File: config.mk
export PLATFORM = sky130hd
export DESIGN_NAME = instr_queue
export DESIGN_NICKNAME = d
export VERILOG_FILES = /design/src/rtl/instr_queue_pkg.sv /design/src/rtl/instr_queue_fifo.sv /design/src/rtl/instr_queue.sv
export SDC_FILE = /design/constraint.sdc
export NUM_CORES = 1
export LEC_CHECK = 0
export BUFFER_PORTS_ARGS = -buffer_cell sky130_fd_sc_hd__buf_2
export CELL_PAD_IN_SITES_DETAIL_PLACEMENT = 0
export CELL_PAD_IN_SITES_GLOBAL_PLACEMENT = 1
export CORE_ASPECT_RATIO = 1.25
export CORE_UTILIZATION = 35
export DETAILED_ROUTE_END_ITERATION = 16
export PLACE_DENSITY_LB_ADDON = 0.1
export RECOVER_POWER = 50
export SYNTH_ARGS = -nofsm -noshare
export SYNTH_HDL_FRONTEND = slang
export SYNTH_HIERARCHICAL = 1
export SYNTH_SLANG_ARGS = --single-unit
export TNS_END_PERCENT = 20
File: constraint.sdc
create_clock -name clk -period 3.9 [get_ports clk]
set_input_delay 0.585 -clock clk [delete_from_list [all_inputs] [get_ports clk]]
set_output_delay 0.585 -clock clk [all_outputs]
set_load 0.05 [all_outputs]
File: src/rtl/instr_queue_pkg.sv
// Shared constants for the decoded-instruction queue between DECODER and execute.
package instr_queue_pkg;

    localparam int INSTR_W   = 32;
    localparam int ADR_W     = 20;
    localparam int FADR_W    = 21;
    localparam int DEPTH_DEF = 4;

    function automatic int cnt_w(input int depth);
        return $clog2(depth) + 1;
    endfunction

endpackage

File: src/rtl/instr_queue_fifo.sv
// Instruction storage ring: entries, read/write pointers and occupancy.
import instr_queue_pkg::*;

module instr_queue_fifo #(
    parameter int DEPTH = DEPTH_DEF,
    parameter int IW    = INSTR_W
) (
    input  logic                    clk,
    input  logic                    rst_n,
    input  logic                    push,
    input  logic                    pop,
    input  logic                    clr,
    input  logic [IW-1:0]           din,
    output logic [IW-1:0]           dout,
    output logic [cnt_w(DEPTH)-1:0] count,
    output logic [cnt_w(DEPTH)-1:0] count_nxt
);

    localparam int PW = $clog2(DEPTH);
    localparam int CW = cnt_w(DEPTH);

    logic [IW-1:0] mem_q [DEPTH];
    logic [IW-1:0] mem_d [DEPTH];
    logic [PW-1:0] wptr_q, wptr_d;
    logic [PW-1:0] rptr_q, rptr_d;
    logic [CW-1:0] count_q, count_d;

    always_comb begin
        count_nxt = count_q + CW'(push) - CW'(pop);
        mem_d     = mem_q;
        wptr_d    = wptr_q;
        rptr_d    = rptr_q;
        count_d   = count_nxt;
        if (push) begin
            mem_d[wptr_q] = din;
            wptr_d        = wptr_q + PW'(1);
        end
        if (pop) begin
            rptr_d = rptr_q + PW'(1);
        end
        // Clear wins; stale entry contents are harmless once count is 0.
        if (clr) begin
            wptr_d  = '0;
            rptr_d  = '0;
            count_d = '0;
        end
    end

    always_ff @(posedge clk) begin
        if (!rst_n) begin
            wptr_q  <= '0;
            rptr_q  <= '0;
            count_q <= '0;
        end else begin
            wptr_q  <= wptr_d;
            rptr_q  <= rptr_d;
            count_q <= count_d;
        end
    end

    always_ff @(posedge clk) begin
        mem_q <= mem_d;
    end

    assign dout  = mem_q[rptr_q];
    assign count = count_q;

endmodule

File: src/rtl/instr_queue.sv
// Pulls decoded instructions from DECODER over reqi/acki and issues them
// to execute with valid/ready; sigflush drops everything buffered.
import instr_queue_pkg::*;

module instr_queue #(
    parameter int DEPTH = DEPTH_DEF,
    parameter int IW    = INSTR_W
) (
    input  logic                      clk,
    input  logic                      rst_n,
    output logic                      reqi,
    input  logic                      acki,
    input  logic [IW-1:0]             instr,
    input  logic                      sigflush,
    output logic                      issue_valid,
    output logic [IW-1:0]             issue_instr,
    input  logic                      issue_ready,
    output logic [$clog2(DEPTH):0]    count
);

    localparam int CW = cnt_w(DEPTH);
    localparam logic [CW-1:0] FULL = CW'(DEPTH);

    logic          reqi_q, reqi_d;
    logic          push, pop;
    logic [CW-1:0] fifo_count, count_nxt;

    assign push        = reqi_q && acki;
    assign pop         = issue_valid && issue_ready;
    assign issue_valid = (fifo_count != '0);
    assign count       = fifo_count;
    assign reqi        = reqi_q;

    // Request only when the next occupancy still has room, so a push
    // can never land on a full queue.
    always_comb begin
        reqi_d = (count_nxt < FULL) && !sigflush;
    end

    always_ff @(posedge clk) begin
        if (!rst_n) begin
            reqi_q <= 1'b0;
        end else begin
            reqi_q <= reqi_d;
        end
    end

    instr_queue_fifo #(
        .DEPTH (DEPTH),
        .IW    (IW)
    ) u_fifo (
        .clk       (clk),
        .rst_n     (rst_n),
        .push      (push),
        .pop       (pop),
        .clr       (sigflush),
        .din       (instr),
        .dout      (issue_instr),
        .count     (fifo_count),
        .count_nxt (count_nxt)
    );

endmodule

==> results of run 1 <==
==> cells in the final DEF (no fill, tap or decap), drive strengths merged, types with 2 or more instances in the layout <==
master | synthesis | layout
edfxtp | 128 | 128
clkbuf | 1 | 54
buf | 7 | 38
mux4 | 32 | 32
inv | 8 | 9
clkinv | 0 | 9
dfxtp | 8 | 8
ha | 6 | 6
nor2 | 5 | 5
and2 | 5 | 5
bufinv | 0 | 3
xnor2 | 3 | 3
mux2i | 2 | 2
nand3b | 2 | 2
==> metrics by stage <==
stage          worst slack, ns  power [mW]    util
2_1_floorplan            1.422       1.772       -
3_5_place_dp             1.318       1.832  0.3944
5_1_grt                 0.5545       3.473  0.4319
4_1_cts                 0.9518       3.410  0.4352
6_report                0.7522       3.358  0.4321
3_3_place_gp             1.368       1.831  0.3944
==> per-layer routing <==
| metal | wire, um | share of wire |
|---|---|---|
| met1 | 3779 | 0.42 |
| met2 | 4690 | 0.52 |
| met3 | 377 | 0.042 |
| met4 | 97 | 0.011 |
| met5 | 0 | 0 |
==> power breakdown <==
part           total, mW  internal (mW)  switching [mW]
combinational      0.169         0.0494           0.119
sequential          1.62           1.62         0.00758
clock               1.56          0.998           0.567
==> cells by family (layout without fill, tap and decap cells) <==
family                   after synthesis  after routing  synth area share
flip-flops                           136            136            0.7801
XOR/XNOR                               4              4          0.006827
buffers and inverters                 16            114           0.02340
adder cells (fa/ha/maj)                7              7           0.01853
AO/OA/AOI/OAI                          3              3          0.004875
other                                  0              1                 0
multiplexers                          34             34            0.1480
AND/OR/NAND/NOR                       16             16           0.01829
==> worst max-delay path, cell delays in order (launching register included) <==
cell and delay, ns:
dfxtp_1 0.32, and2_0 0.31, and2_0 2.05
==> sequential cells by signal, summed over array words and instances, names as in the netlist <==
signal	flops
u_fifo/wptr_q	2
u_fifo/count	3
reqi	1
u_fifo/mem_q	128
u_fifo/rptr_q	2
==> synthesized netlist by cell type (3+ instances only) <==
cell type and number:
and2_1 5, buf_12 3, buf_2 3, dfxtp_1 8
edfxtp_1 128, ha_1 6, inv_1 8, mux4_1 5
mux4_2 27, nor2_1 5, xnor2_1 3
==> worst max-delay path by stage <==
stage / from / cells after the start / end / slack, ns
3_3_place_gp: acki / 9 / u_fifo/count[2] / 1.37
6_report: reqi / 2 / u_fifo/mem_q[34] / 0.75
3_5_place_dp: acki / 9 / u_fifo/count[2] / 1.32
4_1_cts: u_fifo/rptr_q[0] / 3 / issue_instr[31] / 0.95
2_1_floorplan: reqi / 8 / u_fifo/count[2] / 1.42
5_1_grt: reqi / 2 / u_fifo/mem_q[39] / 0.55
==> final cells by class <==
| cell class | instances | area share |
|---|---|---|
| antenna | 1 | 0.0004037 |
| clock buffer | 18 | 0.06924 |
| clock inverter | 14 | 0.02523 |
| inverter | 8 | 0.004845 |
| multi-input combinational | 64 | 0.1631 |
| sequential | 136 | 0.6463 |
| tap | 178 | 0.03593 |
| timing repair buffer | 74 | 0.05491 |
==> results.cfg, run 1 <==
[sta]
rsz0062_at_grt = false
final-setup-viol-count = 0
hold_slack_ns = 0.3914
relSlewSlack = -0.8292
max_slew.worst_pin.slew_ns = 2.742
fin_crit_sh = 0.8071
finalSetupTns_ns = 0
fmaxAchievable_mhz = 317.7
fin_crit_ns = 3.148
finClkSkew_ns = 0.008222
hold_violations = 0
maxSlewViolCount = 66

[layout]
post-route-cell-area_mm2 = 0.006198
multi_input_area_mm2 = 0.001011
areaGrowthSynthToFinish_pct = 20.77
fillers = 1305
finalNetCount = 345
layout-drive-gt1-share = 0.3217
final_cell_count_no_fill = 493
seqCellArea_mm2 = 0.004006

[synthesis]
ys_ff_latch = 136
synthDistinctLibCells = 24
yosysTopAreaCell = edfxtp_1
syn-instance-count = 216
synthFlopType = edfxtp_1
netlist.area_leader.share = 0.7489
yosys_warnings = 6
synth_area_leaders = edfxtp_1 (75%), mux4_2 (12%), dfxtp_1 (3.1%)
syn_nets = 260
netlist_area_mm2 = 0.005132
synth.avg_cell_area_um2 = 23.76
synth-edff-count = 128
ys_seq_area_frac = 0.7801
ys_async_sr_fraction = 0

[clock_network]
cts_buffer_depth = 2
holdBufCountCts = 0
cts.htree.levels = 4
cts_num_sinks = 136
postCtsSetupBuffers = 0
path_clk_slew_ns = 0.06
cts_tree = done
cts-root-buf = clkbuf_16
cts_inserted_buffers = 17
postCtsResizedCells = 0
clkLatencyLatePin_ns = 0.40

[critical_path]
worstSetupStartpointType = flip-flop
cp-end-kind = flip-flop
path_class = flip-flop to flip-flop
worstPathMaxFanout = 32
crit_required_ns = 3.86
r2r_end = u_fifo/mem_q[34]
worstPathArrival_ns = 3.10
reg2reg_setup_slack_ns = 0.75
ff2ff_path_depth = 2
r2r-start = reqi

[global_route]
met2_usage = 0.2050
gr-total-overflow = 0
grt_first_pass_wirelength_um = 13160
met1_usage = 0.1540
grt_busiest_layer = met2
grt_util_all_layers = 0.1258
grt_pass1_vias = 2348
grt_max_degree = 35
antenna_found_initial = 1
grtUsageMet3 = 0.03500

[routing]
drt_iter0_markers = 91
routed_wl_um = 8945
vias_per_cell = 4.690
via_count = 2312
final_antenna_net_count = 0
wl_per_cell_um = 18.14
firstDrtPassIters = 4
drc = 0

[place]
gp_congestion = 0.6366
dp_hpwl_um = 5006
post-place-cells = 460
port_buffers = 73
placed_area_mm2 = 0.005658

[status]
violations = capacitance limit, slew limit
status = complete, but fails checks

[floorplan]
die_h_um = 137.4
core_mm2 = 0.01435
start_util = 0.3578
ios = 74
num_rows = 49
die_w_um = 110.3
dieArea_mm2 = 0.01516

[pwr]
powerDensity_mw_per_mm2 = 541.7
ir_drop_mv = 0.2135
leakage_nw = 2.013

[hold_path]
min_path_cells = 2
hold_start = sigflush
hp-class = primary input to flip-flop
holdPathEnd = reqi

[run]
cap_violations = 2
Power figures use the tool's default switching activity.
==> inputs of run 2 (changes only) <==
ABC_AREA = 1   (was unset)
clock period = 2.9 ns   (was 3.9 ns; I/O delays follow)
==> run 2 against run 1 <==
Compared with the run above:
- the flow finishes with violations (DRC)
- sequential share of layout area fell by 1.6 points
- die area rose by 3.4%
- synthesized area rose by 3.4%
- critical path type is now flip-flop to output port
- critical endpoint is now issue_instr[18]
- largest cell class unchanged
==> results.cfg, run 2 <==
[sta]
fin_crit_sh = 0.7999
fin_crit_ns = 2.320
finalSetupTns_ns = 0
hold_slack_ns = 0.2052
hold_violations = 0
finClkSkew_ns = 0.004628
maxSlewViolCount = 0
final-setup-viol-count = 0
fmaxAchievable_mhz = 431.1
rsz0062_at_grt = false
max_slew.worst_pin.slew_ns = 1.009
relSlewSlack = 0.3274

[global_route]
grt_pass1_vias = 3121
antenna_found_initial = 0
grt_util_all_layers = 0.1398
gr-total-overflow = 0
grt_max_degree = 64
grt_first_pass_wirelength_um = 16280

[layout]
final_cell_mix = edfxtp_1 (128), nor2_1 (100), o21ai_0 (52), o21ai_1 (44), buf_2 (40)
diodes = 0
post-route-cell-area_mm2 = 0.006357
final_cell_count_no_fill = 674
largest_reg_flops = 128
top_register = u_fifo/mem_q
layout-drive-gt1-share = 0.1694
fillers = 1346
final_common_cell = edfxtp_1
finalNetCount = 529
areaGrowthSynthToFinish_pct = 19.78

[clock_network]
cts_buffer_depth = 2
cts.htree.levels = 4
clkLatencyLatePin_ns = 0.40
path_clk_slew_ns = 0.06
postCtsSetupBuffers = 0
holdBufCountCts = 0
postCtsResizedCells = 0
cts_inserted_buffers = 17
cts-root-buf = clkbuf_16
cts_tree = done
cts_num_sinks = 136

[routing]
vias_per_cell = 4.715
firstDrtPassIters = 10
drc = 1
wl_per_cell_um = 15.39
routed_wl_um = 10380
drt_iter0_markers = 141
final_antenna_net_count = 0
via_count = 3178

[pwr]
switching_share = 0.2119
ir_drop_mv = 0.3444
p_int_mw = 3.565
powerDensity_mw_per_mm2 = 711.6
clkPwrFrac = 0.463
power_frac_comb = 0.055
p_sw_mw = 0.9585
leakage_nw = 2.251
seq_power_share = 0.482

[synthesis]
ys_ff_latch = 136
yosys_warnings = 6
syn_nets = 450
syn-instance-count = 406
netlist.area_leader.share = 0.7242
synthDistinctLibCells = 24
synth.avg_cell_area_um2 = 13.07
synth_area_leaders = edfxtp_1 (72%), nor2_1 (7.1%), o21ai_0 (4.9%)
ys_seq_area_frac = 0.7544
yosys-top-cells-count = edfxtp_1 (128), nor2_1 (100), o21ai_0 (52), o21ai_1 (44), inv_1 (19)
synth-edff-count = 128
yosysMostFrequentCell = edfxtp_1
netlist_area_mm2 = 0.005308
yosysTopAreaCell = edfxtp_1
ys_async_sr_fraction = 0
synthFlopType = edfxtp_1

[floorplan]
dieArea_mm2 = 0.01566
core_mm2 = 0.01459
die_h_um = 139.7
die_w_um = 112.1
start_util = 0.3637
num_rows = 49
ios = 74

[critical_path]
cp-end-kind = output port
worstPathArrival_ns = 1.88
worstSetupStartpointType = flip-flop
crit_required_ns = 2.47
worstPathMaxFanout = 51
path_class = flip-flop to output port

[run]
cap_violations = 0

[place]
dp_hpwl_um = 5949
port_buffers = 73
placed_area_mm2 = 0.005823
post-place-cells = 644
gp_congestion = 0.7083

[status]
violations = DRC
status = complete, but fails checks

[hold_path]
hp-class = primary input to flip-flop
==> run 2: power by group through the flow <==
stage	clock (mW)	sequential, mW	combinational, mW
2_1_floorplan	0	2.23	0.161
3_3_place_gp	0	2.22	0.259
3_5_place_dp	0	2.22	0.261
4_1_cts	2.13	2.18	0.262
5_1_grt	2.21	2.18	0.271
6_report	2.09	2.18	0.249
==> run 2: worst paths after layout <==
check | slack (ns) | depth (start not counted) | start | to
worst max-delay path | 0.58 | 5 | u_fifo/rptr_q[1] | issue_instr[18]
worst min-delay path | 0.21 | 2 | sigflush | reqi
worst min register to register | 0.52 | 2 | u_fifo/wptr_q[0] | u_fifo/wptr_q[0]
worst max register to register | 0.90 | 12 | reqi | reqi
==> run 2: worst max-delay path: stages (launching register included) <==
cell	delay, ns
dfxtp_1	0.34
inv_2	0.22
buf_12	0.28
o21ai_0	0.12
o21ai_1	0.20
buf_2	0.30
==> run 2: stage by stage <==
| stage | util | setup slack [ns] | power, mW |
|---|---|---|---|
| after floorplan | - | 0.6342 | 2.393 |
| after global placement | 0.3991 | 0.7264 | 2.481 |
| after CTS | 0.4390 | 0.5185 | 4.575 |
| after global routing | 0.4357 | 0.4397 | 4.666 |
| after detailed placement | 0.3991 | 0.7011 | 2.484 |
| final | 0.4357 | 0.5802 | 4.524 |
==> run 2: area by class of cell <==
cell class / count / area [um^2] / area share
clock inverter: 13 / 157.7 / 0.02480
inverter: 22 / 85.08 / 0.01338
sequential: 136 / 4005 / 0.6300
multi-input combinational: 228 / 1075 / 0.1691
tap: 178 / 222.7 / 0.03503
timing repair buffer: 80 / 386.6 / 0.06081
clock buffer: 17 / 425.4 / 0.06692
==> run 2: cells by family after synthesis <==
family / after synthesis / share of synthesized area
adders and majority gates: 7 / 0.01792
AOI/OAI and AO/OA: 101 / 0.09642
buffers and inverters: 42 / 0.04220
DFF: 136 / 0.7544
and+or+nand+nor: 120 / 0.08911
==> run 2: layer usage <==
layer / routed length, um / global-route usage / up-vias
met5: 0 / 0 / -
met4: 183 / 0.06316 / 0
met3: 410 / 0.03659 / 15
met2: 5362 / 0.2468 / 55
met1: 4419 / 0.1578 / 1520
li1: - / - / 1588
==> inputs of run 3 (changes only) <==
clock period = 2.4 ns   (was 2.9 ns; I/O delays follow)
==> run 3 against run 2 <==
Compared with the run above:
- the flow still finishes with violations (DRC)
- global-route usage increased by 0.87 points
- worst setup slack got worse by 0.43 ns
- utilization increased by 0.90 points
- count of clock-buffer cells in the layout increased by 1
- clock skew increased by 0.0029 ns
- total power increased by 26%
- first-iteration DRC count decreased by 2.8%
- combinational power increased by 23%
- critical path type unchanged
- largest cell class unchanged
==> results.cfg, run 3 (synthesis gave the netlist of run 2 again) <==
[global_route]
grtUsageMet3 = 0.04965
grt_first_pass_wirelength_um = 16890
gr-total-overflow = 0
grt_busiest_layer = met2
grt_pass1_vias = 3236
met1_usage = 0.1599
grt_max_degree = 64
antenna_found_initial = 0
grt_util_all_layers = 0.1485
met2_usage = 0.2638

[clock_network]
cts_tree = done
clkLatencyLatePin_ns = 0.42
cts_num_sinks = 136
cts-root-buf = clkbuf_16
cts.htree.levels = 4
path_clk_slew_ns = 0.06
holdBufCountCts = 0
postCtsSetupBuffers = 0
cts_inserted_buffers = 17
cts_buffer_depth = 2

[sta]
max_slew.worst_pin.slew_ns = 0.5594
relSlewSlack = 0.6247
final-setup-viol-count = 0
fmaxAchievable_mhz = 444.4
hold_violations = 0
fin_crit_sh = 0.9376
hold_slack_ns = 0.1149
setup_slack_ns = 0.1498
finClkSkew_ns = 0.007518
fin_crit_ns = 2.250
finalSetupTns_ns = 0
maxSlewViolCount = 0
rsz0062_at_grt = false

[layout]
layout-drive-gt1-share = 0.1740
top_register = u_fifo/mem_q
largest_reg_flops = 128
final_cell_count_no_fill = 678
final_common_cell = edfxtp_1
diodes = 0
final_cell_mix = edfxtp_1 (128), nor2_1 (100), o21ai_0 (52), o21ai_1 (44), buf_2 (41)
finalNetCount = 531
areaGrowthSynthToFinish_pct = 22.25

[place]
place_ws_ns = 0.2874
post-place-cells = 646
port_buffers = 73
dp_hpwl_um = 6324
gp_congestion = 0.6976

[pwr]
ir_drop_mv = 0.5632
powerDensity_mw_per_mm2 = 880.2
finalPower_mw = 5.712
leakage_nw = 2.305

[critical_path]
r2r_end = reqi
path_class = flip-flop to output port
worstPathMaxFanout = 16
ff2ff_path_depth = 12
reg2reg_setup_slack_ns = 0.41
worstPathArrival_ns = 1.89
cp-end-kind = output port
crit_required_ns = 2.04
r2r-start = reqi
worstSetupStartpointType = flip-flop

[hold_path]
holdPathEnd = reqi
hold_start = sigflush
min_path_cells = 2
hp-class = primary input to flip-flop

[routing]
drc = 1
vias_per_cell = 4.786
final_antenna_net_count = 0
routed_wl_um = 10750
drt_iter0_markers = 137
firstDrtPassIters = 10
via_count = 3245
wl_per_cell_um = 15.86

[floorplan]
dieArea_mm2 = 0.01566
start_util = 0.3637
die_w_um = 112.1
ios = 74
num_rows = 49
core_mm2 = 0.01459
die_h_um = 139.7

[status]
violations = DRC
status = complete, but fails checks

[run]
cap_violations = 0
## run 3: cell types whose count changed in the layout (fill, tap and decap cells not counted), sizes merged
cell | before | now
buf | 46 | 50
bufinv | 3 | 5
clkinvlp | 3 | 1
clkbuf | 51 | 50
clkinv | 11 | 12
## run 3: area by class of cell
| class | instances | area [um^2] |
|---|---|---|
| Tap cell | 178 | 222.7 |
| Fill cell | 1353 | 8103 |
| Clock buffer | 18 | 429.2 |
| Clock inverter | 14 | 205.2 |
| Timing Repair Buffer | 82 | 459.2 |
| Inverter | 22 | 87.58 |
| Multi-Input combinational cell | 228 | 1080 |
| Sequential cell | 136 | 4005 |
## run 3: through the flow
step / instance area (um^2) / utilization
final: 6489 / 0.4447
after global placement: 5888 / 0.4035
after CTS: 6523 / 0.4470
after global routing: 6489 / 0.4447
after floorplan: 5308 / -
after detailed placement: 5888 / 0.4035
## run 3: worst max-delay path by stage
| stage | from | to | slack, ns | cells after the start |
|---|---|---|---|---|
| final | u_fifo/rptr_q[1] | issue_instr[20] | 0.15 | 5 |
| after global routing | u_fifo/rptr_q[0] | issue_instr[15] | 0.002 | 6 |
| after CTS | u_fifo/rptr_q[0] | issue_instr[9] | 0.07 | 4 |
| after detailed placement | acki | reqi | 0.29 | 13 |
| after global placement | acki | reqi | 0.30 | 13 |
| after floorplan | reqi | reqi | 0.13 | 12 |
## run 3: critical path, cell delays in order, from the launching register on
cell and delay [ns]:
dfxtp_1 0.34, inv_2 0.28, buf_4 0.27, o21ai_0 0.11, o21ai_1 0.18, buf_2 0.29
## run 3: timing repair
action / in CTS / in global routing
setup endpoints to repair: 0 / 4
hold endpoints to repair: 0 / 0
gates resized for setup: 0 / 2
## run 3: where the power goes
group / internal, mW / switching (mW)
Combinational: 0.0716 / 0.234
Clock: 1.83 / 0.940
Sequential: 2.63 / 0.00938
Total: 4.53 / 1.18
## run 3: metal layers
metal | up-vias | wire (um) | share of wire
met5 | - | 0 | 0
li1 | 1595 | - | -
met3 | 14 | 469 | 0.044
met4 | 0 | 187 | 0.017
met1 | 1573 | 4460 | 0.41
met2 | 63 | 5635 | 0.52
